--- src/rtl/mul_arbiter_if.sv ---
// Bundle of requester, multiplier and result signals shared between mul_arbiter
// and whatever drives it; the arbiter itself uses the slave view.
interface mul_arbiter_if #(
   parameter int N    = 8,
   parameter int NREQ = 4
);
   localparam int IDW = $clog2(NREQ);

   logic [NREQ-1:0]   req_valid;
   logic [NREQ*N-1:0] req_a;
   logic [NREQ*N-1:0] req_b;
   logic [NREQ-1:0]   req_ready;
   logic [N-1:0]      mul_a;
   logic [N-1:0]      mul_b;
   logic [2*N-1:0]    mul_p;
   logic              res_valid;
   logic              res_ready;
   logic [2*N-1:0]    res_p;
   logic [IDW-1:0]    res_id;
   logic              busy;

   modport slave (
      input  req_valid, req_a, req_b, mul_p, res_ready,
      output req_ready, mul_a, mul_b, res_valid, res_p, res_id, busy
   );

   modport master (
      output req_valid, req_a, req_b, mul_p, res_ready,
      input  req_ready, mul_a, mul_b, res_valid, res_p, res_id, busy
   );
endinterface

--- src/rtl/mul_arbiter.sv ---
// Round-robin arbiter that shares one external combinational array multiplier
// between NREQ requesters, waiting SETTLE cycles for the product before presenting it.
module mul_arbiter #(
   parameter int N      = 8,
   parameter int NREQ   = 4,
   parameter int SETTLE = 2
) (
   input  logic        clk,
   input  logic        rst,
   mul_arbiter_if.slave bus
);
   localparam int IDW = $clog2(NREQ);

   typedef enum logic [1:0] {
      ST_IDLE,
      ST_GRANT,
      ST_SETTLE,
      ST_DONE
   } state_t;

   state_t         state;
   state_t         nxt;
   logic [IDW-1:0] ptr;
   logic [IDW-1:0] id;
   logic [IDW-1:0] win;
   logic           found;
   logic [3:0]     cnt;

   // Winner search: first valid requester at or above ptr, wrapping back to 0.
   always_comb begin
      found = 1'b0;
      win   = '0;
      for (int k = 0; k < NREQ; k++) begin
         if (!found && bus.req_valid[(int'(ptr) + k) % NREQ]) begin
            found = 1'b1;
            win   = IDW'((int'(ptr) + k) % NREQ);
         end
      end
   end

   always_ff @(posedge clk or posedge rst) begin
      if (rst) begin
         state <= ST_IDLE;
      end else begin
         state <= nxt;
      end
   end

   always_comb begin
      nxt           = state;
      bus.req_ready = '0;
      case (state)
         ST_IDLE: begin
            if (|bus.req_valid) nxt = ST_GRANT;
         end
         ST_GRANT: begin
            if (found) begin
               bus.req_ready[win] = 1'b1;
               nxt                = ST_SETTLE;
            end else begin
               nxt = ST_IDLE;
            end
         end
         ST_SETTLE: begin
            if (cnt == '0) nxt = ST_DONE;
         end
         ST_DONE: begin
            if (bus.res_ready) nxt = (|bus.req_valid) ? ST_GRANT : ST_IDLE;
         end
         default: nxt = ST_IDLE;
      endcase
   end

   // Operands are frozen at grant, so the multiplier sees a stable input for the whole settle window.
   always_ff @(posedge clk or posedge rst) begin
      if (rst) begin
         ptr           <= '0;
         id            <= '0;
         cnt           <= '0;
         bus.mul_a     <= '0;
         bus.mul_b     <= '0;
         bus.res_p     <= '0;
         bus.res_id    <= '0;
         bus.res_valid <= 1'b0;
      end else begin
         case (state)
            ST_GRANT: begin
               if (found) begin
                  bus.mul_a <= bus.req_a[int'(win)*N +: N];
                  bus.mul_b <= bus.req_b[int'(win)*N +: N];
                  id        <= win;
                  cnt       <= 4'(SETTLE - 1);
               end
            end
            ST_SETTLE: begin
               if (cnt == '0) begin
                  bus.res_p     <= bus.mul_p;
                  bus.res_id    <= id;
                  bus.res_valid <= 1'b1;
               end else begin
                  cnt <= cnt - 1'b1;
               end
            end
            ST_DONE: begin
               if (bus.res_ready) begin
                  bus.res_valid <= 1'b0;
                  ptr <= (bus.res_id == IDW'(NREQ - 1)) ? '0 : bus.res_id + 1'b1;
               end
            end
            default: begin
            end
         endcase
      end
   end

   assign bus.busy = (state != ST_IDLE);
endmodule

--- src/flat_wrapper.sv ---
// flat-port wrapper written by rule: the top's interface ports become plain ports
module mul_arbiter_flat 
#(
   parameter int N      = 8,
   parameter int NREQ   = 4,
   parameter int SETTLE = 2
)
  (clk, rst, bus_req_valid, bus_req_a, bus_req_b, bus_mul_p, bus_res_ready, bus_req_ready, bus_mul_a, bus_mul_b, bus_res_valid, bus_res_p, bus_res_id, bus_busy);
  mul_arbiter_if #(.N(N), .NREQ(NREQ)) bus_i ();
  input  logic clk;
  input  logic rst;
  input wire logic [$bits(bus_i.req_valid)-1:0] bus_req_valid;
  input wire logic [$bits(bus_i.req_a)-1:0] bus_req_a;
  input wire logic [$bits(bus_i.req_b)-1:0] bus_req_b;
  input wire logic [$bits(bus_i.mul_p)-1:0] bus_mul_p;
  input wire logic [$bits(bus_i.res_ready)-1:0] bus_res_ready;
  output wire logic [$bits(bus_i.req_ready)-1:0] bus_req_ready;
  output wire logic [$bits(bus_i.mul_a)-1:0] bus_mul_a;
  output wire logic [$bits(bus_i.mul_b)-1:0] bus_mul_b;
  output wire logic [$bits(bus_i.res_valid)-1:0] bus_res_valid;
  output wire logic [$bits(bus_i.res_p)-1:0] bus_res_p;
  output wire logic [$bits(bus_i.res_id)-1:0] bus_res_id;
  output wire logic [$bits(bus_i.busy)-1:0] bus_busy;
  assign bus_i.req_valid = bus_req_valid;
  assign bus_i.req_a = bus_req_a;
  assign bus_i.req_b = bus_req_b;
  assign bus_i.mul_p = bus_mul_p;
  assign bus_i.res_ready = bus_res_ready;
  assign bus_req_ready = bus_i.req_ready;
  assign bus_mul_a = bus_i.mul_a;
  assign bus_mul_b = bus_i.mul_b;
  assign bus_res_valid = bus_i.res_valid;
  assign bus_res_p = bus_i.res_p;
  assign bus_res_id = bus_i.res_id;
  assign bus_busy = bus_i.busy;
  mul_arbiter #(.N(N), .NREQ(NREQ), .SETTLE(SETTLE)) u_core (.clk(clk), .rst(rst), .bus(bus_i));
endmodule
--- config.mk ---
export PLATFORM = sky130hd
export DESIGN_NAME = mul_arbiter_flat
export DESIGN_NICKNAME = d
export VERILOG_FILES = /design/src/rtl/mul_arbiter_if.sv /design/src/rtl/mul_arbiter.sv /design/src/flat_wrapper.sv
export SDC_FILE = /design/constraint.sdc
export NUM_CORES = 1
export LEC_CHECK = 0
export CAP_MARGIN = 30
export CORE_MARGIN = 2
export CORE_UTILIZATION = 25
export CTS_CLUSTER_SIZE = 28
export DETAILED_ROUTE_END_ITERATION = 7
export GPL_TIMING_DRIVEN = 0
export SKIP_LAST_GASP = 1
export SYNTH_ARGS = -nofsm -noshare
export SYNTH_HDL_FRONTEND = slang
export SYNTH_SLANG_ARGS = --single-unit
--- constraint.sdc ---
create_clock -name clk -period 2.1 [get_ports clk]
set_clock_uncertainty 0.15 [all_clocks]
set_input_delay 0.42 -clock clk [delete_from_list [all_inputs] [get_ports clk]]
set_output_delay 0.42 -clock clk [all_outputs]
set_load 0.05 [all_outputs]
==> results of run 1 <==
-- final cells by class --
cell class                      count  share of cell area
Timing Repair Buffer              146               0.322
Tap cell                          136              0.0375
Multi-Input combinational cell    181               0.330
Clock buffer                        5              0.0152
Buffer                             13              0.0270
Sequential cell                    45               0.249
Inverter                           10             0.00828
Clock inverter                      3              0.0105
-- power groups by stage --
stage	clock network [W]	logic (W)	registers [W]
2_1_floorplan	0	0.00177	0.00270
3_3_place_gp	0	0.00416	0.00158
3_5_place_dp	0	0.00420	0.00160
4_1_cts	0.000734	0.00456	0.00158
5_1_grt	0.000767	0.00485	0.00163
6_report	0.000700	0.00456	0.00158
-- worst max-delay path by stage --
stage	cells after the start	start	slack (ns)	endpoint
2_1_floorplan	7	bus_req_valid[2]	-0.17	bus_req_ready[1]
3_3_place_gp	6	register	-0.97	bus_req_ready[0]
3_5_place_dp	6	register	-1.0	bus_req_ready[0]
4_1_cts	6	u_core.ptr[1]$_DFFE_PP0P_	-0.10	bus_req_ready[1]
5_1_grt	6	u_core.ptr[1]$_DFFE_PP0P_	-0.17	bus_req_ready[1]
6_report	6	u_core.ptr[1]$_DFFE_PP0P_	-0.10	bus_req_ready[1]
-- synthesized netlist by cell type, types with 8 or more instances --
| cell type | count | area share |
|---|---|---|
| sky130_fd_sc_hd__nand2_1 | 9 | 0.013 |
| sky130_fd_sc_hd__nor2_1 | 10 | 0.014 |
| sky130_fd_sc_hd__nand3_1 | 10 | 0.019 |
| sky130_fd_sc_hd__mux2i_1 | 17 | 0.064 |
| sky130_fd_sc_hd__a41oi_1 | 9 | 0.030 |
| sky130_fd_sc_hd__dfrtp_1 | 45 | 0.42 |
| sky130_fd_sc_hd__o2bb2ai_1 | 9 | 0.030 |
| sky130_fd_sc_hd__inv_1 | 10 | 0.014 |
| sky130_fd_sc_hd__o21ai_0 | 25 | 0.047 |
| sky130_fd_sc_hd__o22ai_1 | 8 | 0.019 |
| sky130_fd_sc_hd__o21ai_1 | 8 | 0.015 |
| sky130_fd_sc_hd__mux2_2 | 19 | 0.081 |
-- critical path: cells and delay by family (launching register included) --
family | cells | cell delay (ns)
DFF | 1 | 0.41
and+or+nand+nor | 1 | 0.19
AOI/OAI and AO/OA | 3 | 0.42
buffers and inverters | 2 | 0.32
-- timing repair --
action	4_1_cts	5_1_grt
endpoints found under the setup margin	32	32
setup buffers	20	2
cloned	1	0
resized for setup	59	23
pin swaps	8	3
-- metal layers --
| layer | vias to the layer above | wire length (µm) | track usage |
|---|---|---|---|
| met2 | 74 | 4320 | 0.243 |
| met4 | 0 | 65 | 0.0334 |
| met1 | 1244 | 3450 | 0.183 |
| li1 | 1256 | - | - |
| met3 | 5 | 541 | 0.0353 |
| met5 | - | 0 | 0 |
-- state kept, by name, indices dropped and copies added, names as in the netlist, named ones only --
signal and count:
u_core.bus.res_p 16, u_core.bus.mul_a 8, u_core.bus.mul_b 8, u_core.cnt 4, u_core.bus.res_id 2, u_core.id 2
u_core.ptr 2, u_core.bus.res_valid 1, u_core.state 1
-- through the flow --
stage	setup slack (ns)	total power, W
after floorplan	-0.174	0.00446
after global placement	-0.974	0.00574
after detailed placement	-0.995	0.00580
after CTS	-0.101	0.00687
after global routing	-0.171	0.00725
final	-0.101	0.00683
-- cell families (layout without fill, tap and decap cells) --
group                      after synthesis  in the layout  share of synthesized area
buffers and inverters                   24            177                     0.0523
muxes                                   36             36                      0.145
and+or+nand+nor                         48             48                      0.104
DFF                                     45             45                      0.424
AOI/OAI and AO/OA                       90             90                      0.243
adders and majority gates                7              7                     0.0330
==> results.txt, run 1 <==
* CTS sink cnt: 45
- Routability-driven placement finished with a final weighted congestion of between 0.7 and 0.8.
* Overall die area: between 0.01 and 0.015 mm²
- Input and output buffers added on the ports amount to ~120.
- Summing all non-filler instances in the final layout gives an area of around 0.0045 mm².
- Setup violations remaining at the end of the flow were counted as 3.
- Setup repair after global routing could not meet its margin everywhere.
- For the worst flop-to-flop path, the logic depth is 8.
* Detailed-placement wirelength estimate: between 6000 and 7000 µm
* Cts bufs inserted: 5
- In this run the critical register-to-register path is captured at u_core.bus.mul_a[4]$_DFFE_PP0P_.
- Post-synthesis sequential area ratio: 0.424
- Most frequent standard cell in the layout excluding fill and tap cells: sky130_fd_sc_hd__clkdlybuf4s50_1
* Standard-cell rows: 37
- In this run the standard cell core region covers between 0.01 and 0.015 mm².
- Worst path slowest cell: sky130_fd_sc_hd__dfrtp_1
* Summed negative setup slack over all endpoints: -0.271 ns
* Number of ports placed on the die boundary: 127
- In this run the remaining antenna-violating nets after routing total 0.
* Post-route DRC violation count: 0
* Startpoint kind of the worst setup timing path: register
- Share of total power in combinational logic: 0.667
- The signal on the critical path passes through buf_6, a21o_1, a21boi_2, o21a_2, nor3_4, buf_6.
* Number of violations reported at the end of detailed-routing iteration 0: 73
- The most used flip-flop cell after synthesis is sky130_fd_sc_hd__dfrtp_1.
- The cell area that synthesis handed to floorplanning was roughly 0.0027 mm².
- DR vias/cell: approximately 4.8
- Largest driver fanout on the critical path: 5
- Once layout is complete, the utilization of the core stands at 0.439.
- From left edge to right edge, the die measures 107 µm.
- CTS tree: yes
* Violated checks: setup timing
- Fraction of layout cells with a size suffix above 1: 0.233
- Of the total power, the share spent switching nets is 0.481.
* Count of different cell masters after synthesis: 48
* Most frequent cells in the layout: sky130_fd_sc_hd__clkdlybuf4s50_1, sky130_fd_sc_hd__dfrtp_1, sky130_fd_sc_hd__o21ai_0
- CP most frequent cell: sky130_fd_sc_hd__buf_6
- Max Cap Violations: 0
* FF/Latch Area: between 0.001 and 0.0015 mm²
- Of the total power, the clock network draws 0.102.
- Final number of max-transition violations: 0
- Summing over every cut layer, the via total after detailed routing is between 2,000 and 3,000.
- Total instance count after detailed placement: 509
- Leakage power total: approximately 2.0 nW
- Post-synth net total: approximately 340
- Via count of the first global-routing pass: 2,562
* Minimum clock period after layout: between 2 and 2.5 ns
* Crit. End Element: primary output
- Arr. time, crit path: between 1.5 and 2 ns
- Number of hold violations in the final report: 0
* Post-route worst hold slack: between 0.2 and 0.25 ns
- The first global-routing pass estimated about 13,000 µm of wire.
* Y dimension of the die: approximately 110 µm
- The synthesized design contains 0 enable-type register cells.
- Pre-antenna DRT Iters: 4
- Number of antenna violations at the first check in global routing: 0
- Number of non-filler instances in the completed layout: approximately 540
- The clock passes through at most 2 buffers.
- Worst-Margin Slew: ~0.76 ns
* Clk_lat worst skew: 0.30 ns
- Timing would allow up to about 0.45 GHz.
* Class of the most critical setup path: register to primary output
- Synthesis handed over a netlist of between 200 and 300 instances.
- Summing all multi-input logic gate instances after layout gives approximately 0.0015 mm².
* Fill cells: approximately 1,000
* Placed inst area: 0.00411 mm²
- The initial utilization of the core area, before any placement, comes to 0.257.
* Cts-stage hold buffer count: 0
* CTS root buffer: sky130_fd_sc_hd__clkbuf_8
- Startpoint of the worst register-to-register path: u_core.ptr[0]$_DFFE_PP0P_
- Summed over all layers, the global routing overflow is 0.
- In this run the mean area of a mapped cell was approximately 11 µm².
- In the global route stage, overall resource usage came out at 0.143.
- Cell internal power was estimated by the tool at about 0.0035 W.
- Area growth, synth to finish: 70.6%
- The tightest min-delay check is of the input pin to asynchronous set/reset pin type.
- The number of antenna diodes in the final layout is 0.
- After clock tree synthesis, the clock-pin slew on the worst setup and hold paths is about 0.090 ns.
* Post-DR wirelength/cell: 15.5 µm
* Final-stage net count: just under 500
- Ys Warns: 0
- Pin count of the biggest net entering global routing: 34
- Maximum cell stage delay along the critical path: approximately 0.4 ns
* Peak ir drop on the vdd network: roughly 770 µV
- Setup slack after layout: -0.101 ns
- CTS built an H-tree with a depth of 2.
* Data required time of the worst path: 1.53 ns
- Register-to-register path setup slack: roughly 0.11 ns
* Worst slew margin relative to its limit: 0.492
- Sequential share of power: 0.231
- Final wirelength: 8380 µm
- Net switching power: approximately 0.0033 W
* Post-synthesis sequential element count: 45
* Period Utilization, post-route: 1.05
- The flow ran to the end, but the final reports show violations.
- Power spread over the standard cell area amounts to between 1500 and 2000 mW/mm².
- Of all flip-flops after synthesis, the portion carrying an async set or reset was 1.00.
Power figures use the tool's default switching activity.
==> inputs of run 2 (changes only) <==
Settings changed: GPL_TIMING_DRIVEN 0 to unset, SLEW_MARGIN set to 20.
==> results.txt, run 2 (synthesis gave the netlist of run 1 again) <==
* Status: complete, but fails checks
- Violated checks: setup timing
* Post-route DRC violation count: 0 (unchanged)
- The clock power share came to 0.105 (+0.003).
- The root buffer cell chosen for the clock tree is sky130_fd_sc_hd__clkbuf_8.
- Pin count of the biggest net entering global routing: 33 (-2.9%)
* Placeable Area: 0.0103 mm² (unchanged)
- Number of inserted diodes: 0 (unchanged)
- The final weighted congestion in routability-driven placement came to 0.763 (+0.87%).
* Crit. End Element: primary output
* Final instance area: 0.00459 mm² (+1.3%)
- Cts-stage hold buffer count: 0 (unchanged)
- Register name with the most flops: u_core.bus.res_p
* Chip Width: 107 µm (unchanged)
* Total track usage: 0.147 (+0.00375)
* Max Clk Rate: 0.454 GHz (about the same)
* Pwr/cell area: 1480 mW/mm² (-2.0%)
- The mean routed wirelength per cell is 15.1 µm (-3.2%).
* Final number of max-transition violations: 0 (unchanged)
- The data required time of the critical path was 1.53 ns (about the same).
- Clk_lat worst skew: 0.31 ns (about the same)
* Arr. time, crit path: 1.63 ns (about the same)
* Routed vias: 2,585 (+0.23%)
- The final critical-path required period is 2.20 ns (-0.000955 ns).
- H-tree depth: 2 (unchanged)
* Registers with the most flip-flops: u_core.bus.res_p (16), u_core.bus.mul_a (8), u_core.bus.mul_b (8)
- The final worst-path setup slack is -0.100 ns (+0.000955 ns).
- The maximum fanout encountered on the critical timing path came to 5 (unchanged).
* Final-stage net count: 503 (+1.4%)
- The number of placed I/O pins was 127 (unchanged).
- Via count of the first global-routing pass: 2,814 (+9.8%)
- The share of total power consumed by net switching is 0.479 (-0.00152).
- The switching component of the power is 0.00325 W (-1.1%).
* Class of the most critical setup path: input pin to primary output
* Worst min-delay path class: input pin to asynchronous set/reset pin
* Largest register FFs: 16 (unchanged)
* Peak ir drop on the vdd network: 778 µV (+0.81%)
- TritonCTS built the clock tree.
- The detailed-routing iteration count for the pre-antenna-repair pass is 4 (unchanged).
* Post-route worst hold slack: 0.197 ns (-0.0368 ns)
- CTS sink cnt: 45 (unchanged)
- The setup violation total in the final timing report is 3 (unchanged).
- Area growth, synth to finish: 72.7%
- Period Utilization, post-route: 1.05 (about the same)
- The area of the die was 0.0115 mm² (unchanged).
- Initial cell density of the core: 0.257 (unchanged)
* Fraction of layout cells with a size suffix above 1: 0.283 (+0.0497)
- The utilization of the core after routing is 0.445 (+0.00557).
* Cts bufs inserted: 5 (unchanged)
- The first-pass GRT wire length was 13,500 µm (+4.6%).
- Post-route antenna net violation count: 0 (unchanged)
* Max Cap Violations: 0 (unchanged)
* Leakage power total: 2.05 nW (+3.2%)
- The clock transition at the registers of the reported paths came to 0.10 ns (about the same).
- The post-route setup TNS was -0.218 ns (+0.0535 ns).
* Sequential share of power: 0.234 (+0.003)
* Startpoint kind of the worst setup timing path: input pin
- The count of final hold-check violations was 0 (unchanged).
- Setup repair after global routing could not meet its margin everywhere.
* Final wirelength: 8220 µm (-1.9%)
- Number of antenna violations at the first check in global routing: 0 (unchanged)
- The number of cell rows came to 37 (unchanged).
* Most frequent standard cell in the layout excluding fill and tap cells: sky130_fd_sc_hd__clkdlybuf4s50_1
* Placed inst area: 0.00427 mm² (+3.9%)
* Share of total power in combinational logic: 0.661 (-0.006)
- Y dimension of the die: 107 µm (unchanged)
* Detailed-placement wirelength estimate: 6190 µm (+2.8%)
* CTS Buffer Depth: 2 (unchanged)
* Number of violations reported at the end of detailed-routing iteration 0: 85 (+16%)
- Worst-Margin Slew: 0.520 ns (-0.237 ns)
* Worst slew margin relative to its limit: 0.653 (+0.161)
* Most frequent cells in the layout: sky130_fd_sc_hd__clkdlybuf4s50_1, sky130_fd_sc_hd__buf_4, sky130_fd_sc_hd__dfrtp_1
* Sum of overflow across all layers after global routing: 0 (unchanged)
* Cell-internal power: 0.00353 W (-0.45%)
- The routed via count divided by cell count was 4.73 (-1.1%).
- Port Buffers: 126 (+3.3%)
[run 2: cell types whose count changed in the layout (fill, tap and decap cells not counted), sizes merged]
cell,change
buf,+20
clkdlybuf4s50,-8
dlygate4sd2,-4
clkbuf,-3
clkdlybuf4s15,+3
clkinv,+1
dlymetal6s2s,-1
inv,-1
[run 2: metrics by stage]
step	cells	setup slack (ns)	power [W]
floorplan	250	-0.174	0.00446
global placement	527	-0.376	0.00588
detailed placement	527	-0.382	0.00595
CTS	542	-0.128	0.00682
global route	546	-0.183	0.00725
finish	546	-0.100	0.00678
[run 2: path summary, 6_finish.rpt]
check,startpoint,to,slack (ns),cells after the start
max,bus_req_valid[2],bus_req_ready[1],-0.10,6
min,rst,u_core.bus.res_p[4]$_DFFE_PP0N_,0.20,2
max reg2reg,u_core.cnt[0]$_DFFE_PP0P_,u_core.state[0]$_DFFE_PP0P_,0.13,7
min reg2reg,u_core.id[1]$_DFFE_PP0P_,u_core.id[1]$_DFFE_PP0P_,0.35,2
max in group asynchronous,rst,u_core.bus.mul_a[0]$_DFFE_PP0P_,1.13,3
min in group clk,u_core.id[1]$_DFFE_PP0P_,u_core.id[1]$_DFFE_PP0P_,0.35,2
[run 2: worst max-delay path: stages]
cell and delay, ns:
sky130_fd_sc_hd__clkdlybuf4s15_1 0.28, sky130_fd_sc_hd__and2b_4 0.24, sky130_fd_sc_hd__nor3b_2 0.18, sky130_fd_sc_hd__o22ai_2 0.12
sky130_fd_sc_hd__nor3_4 0.23, sky130_fd_sc_hd__buf_12 0.16
[run 2: routing by layer]
layer	wire length, µm	track usage	vias up
met3	485	0.0383	5
met4	63	0.0315	0
met5	0	0	-
met1	3410	0.179	1234
li1	-	-	1268
met2	4260	0.260	78
[run 2: timing repair]
item | CTS | global route
cloned | 0 | 0
setup buffers | 7 | 5
pin swaps | 7 | 7
resized for setup | 23 | 27
setup endpoints to repair | 19 | 22
[run 2: power groups by stage]
| stage | clock network, W | logic, W | registers (W) |
|---|---|---|---|
| 3_3_place_gp | 0 | 0.00427 | 0.00161 |
| 3_5_place_dp | 0 | 0.00431 | 0.00163 |
| 5_1_grt | 0.000790 | 0.00480 | 0.00166 |
| 2_1_floorplan | 0 | 0.00177 | 0.00270 |
| 6_report | 0.000710 | 0.00448 | 0.00159 |
| 4_1_cts | 0.000747 | 0.00447 | 0.00159 |
[run 2: cell type report]
class / instances / area (µm²)
Tap cell: 136 / 170
Sequential cell: 45 / 1130
Clock buffer: 5 / 68.8
Fill cell: 969 / 5730
Multi-Input combinational cell: 181 / 1480
Clock inverter: 3 / 50.0
Inverter: 10 / 37.5
Timing Repair Buffer: 166 / 1660
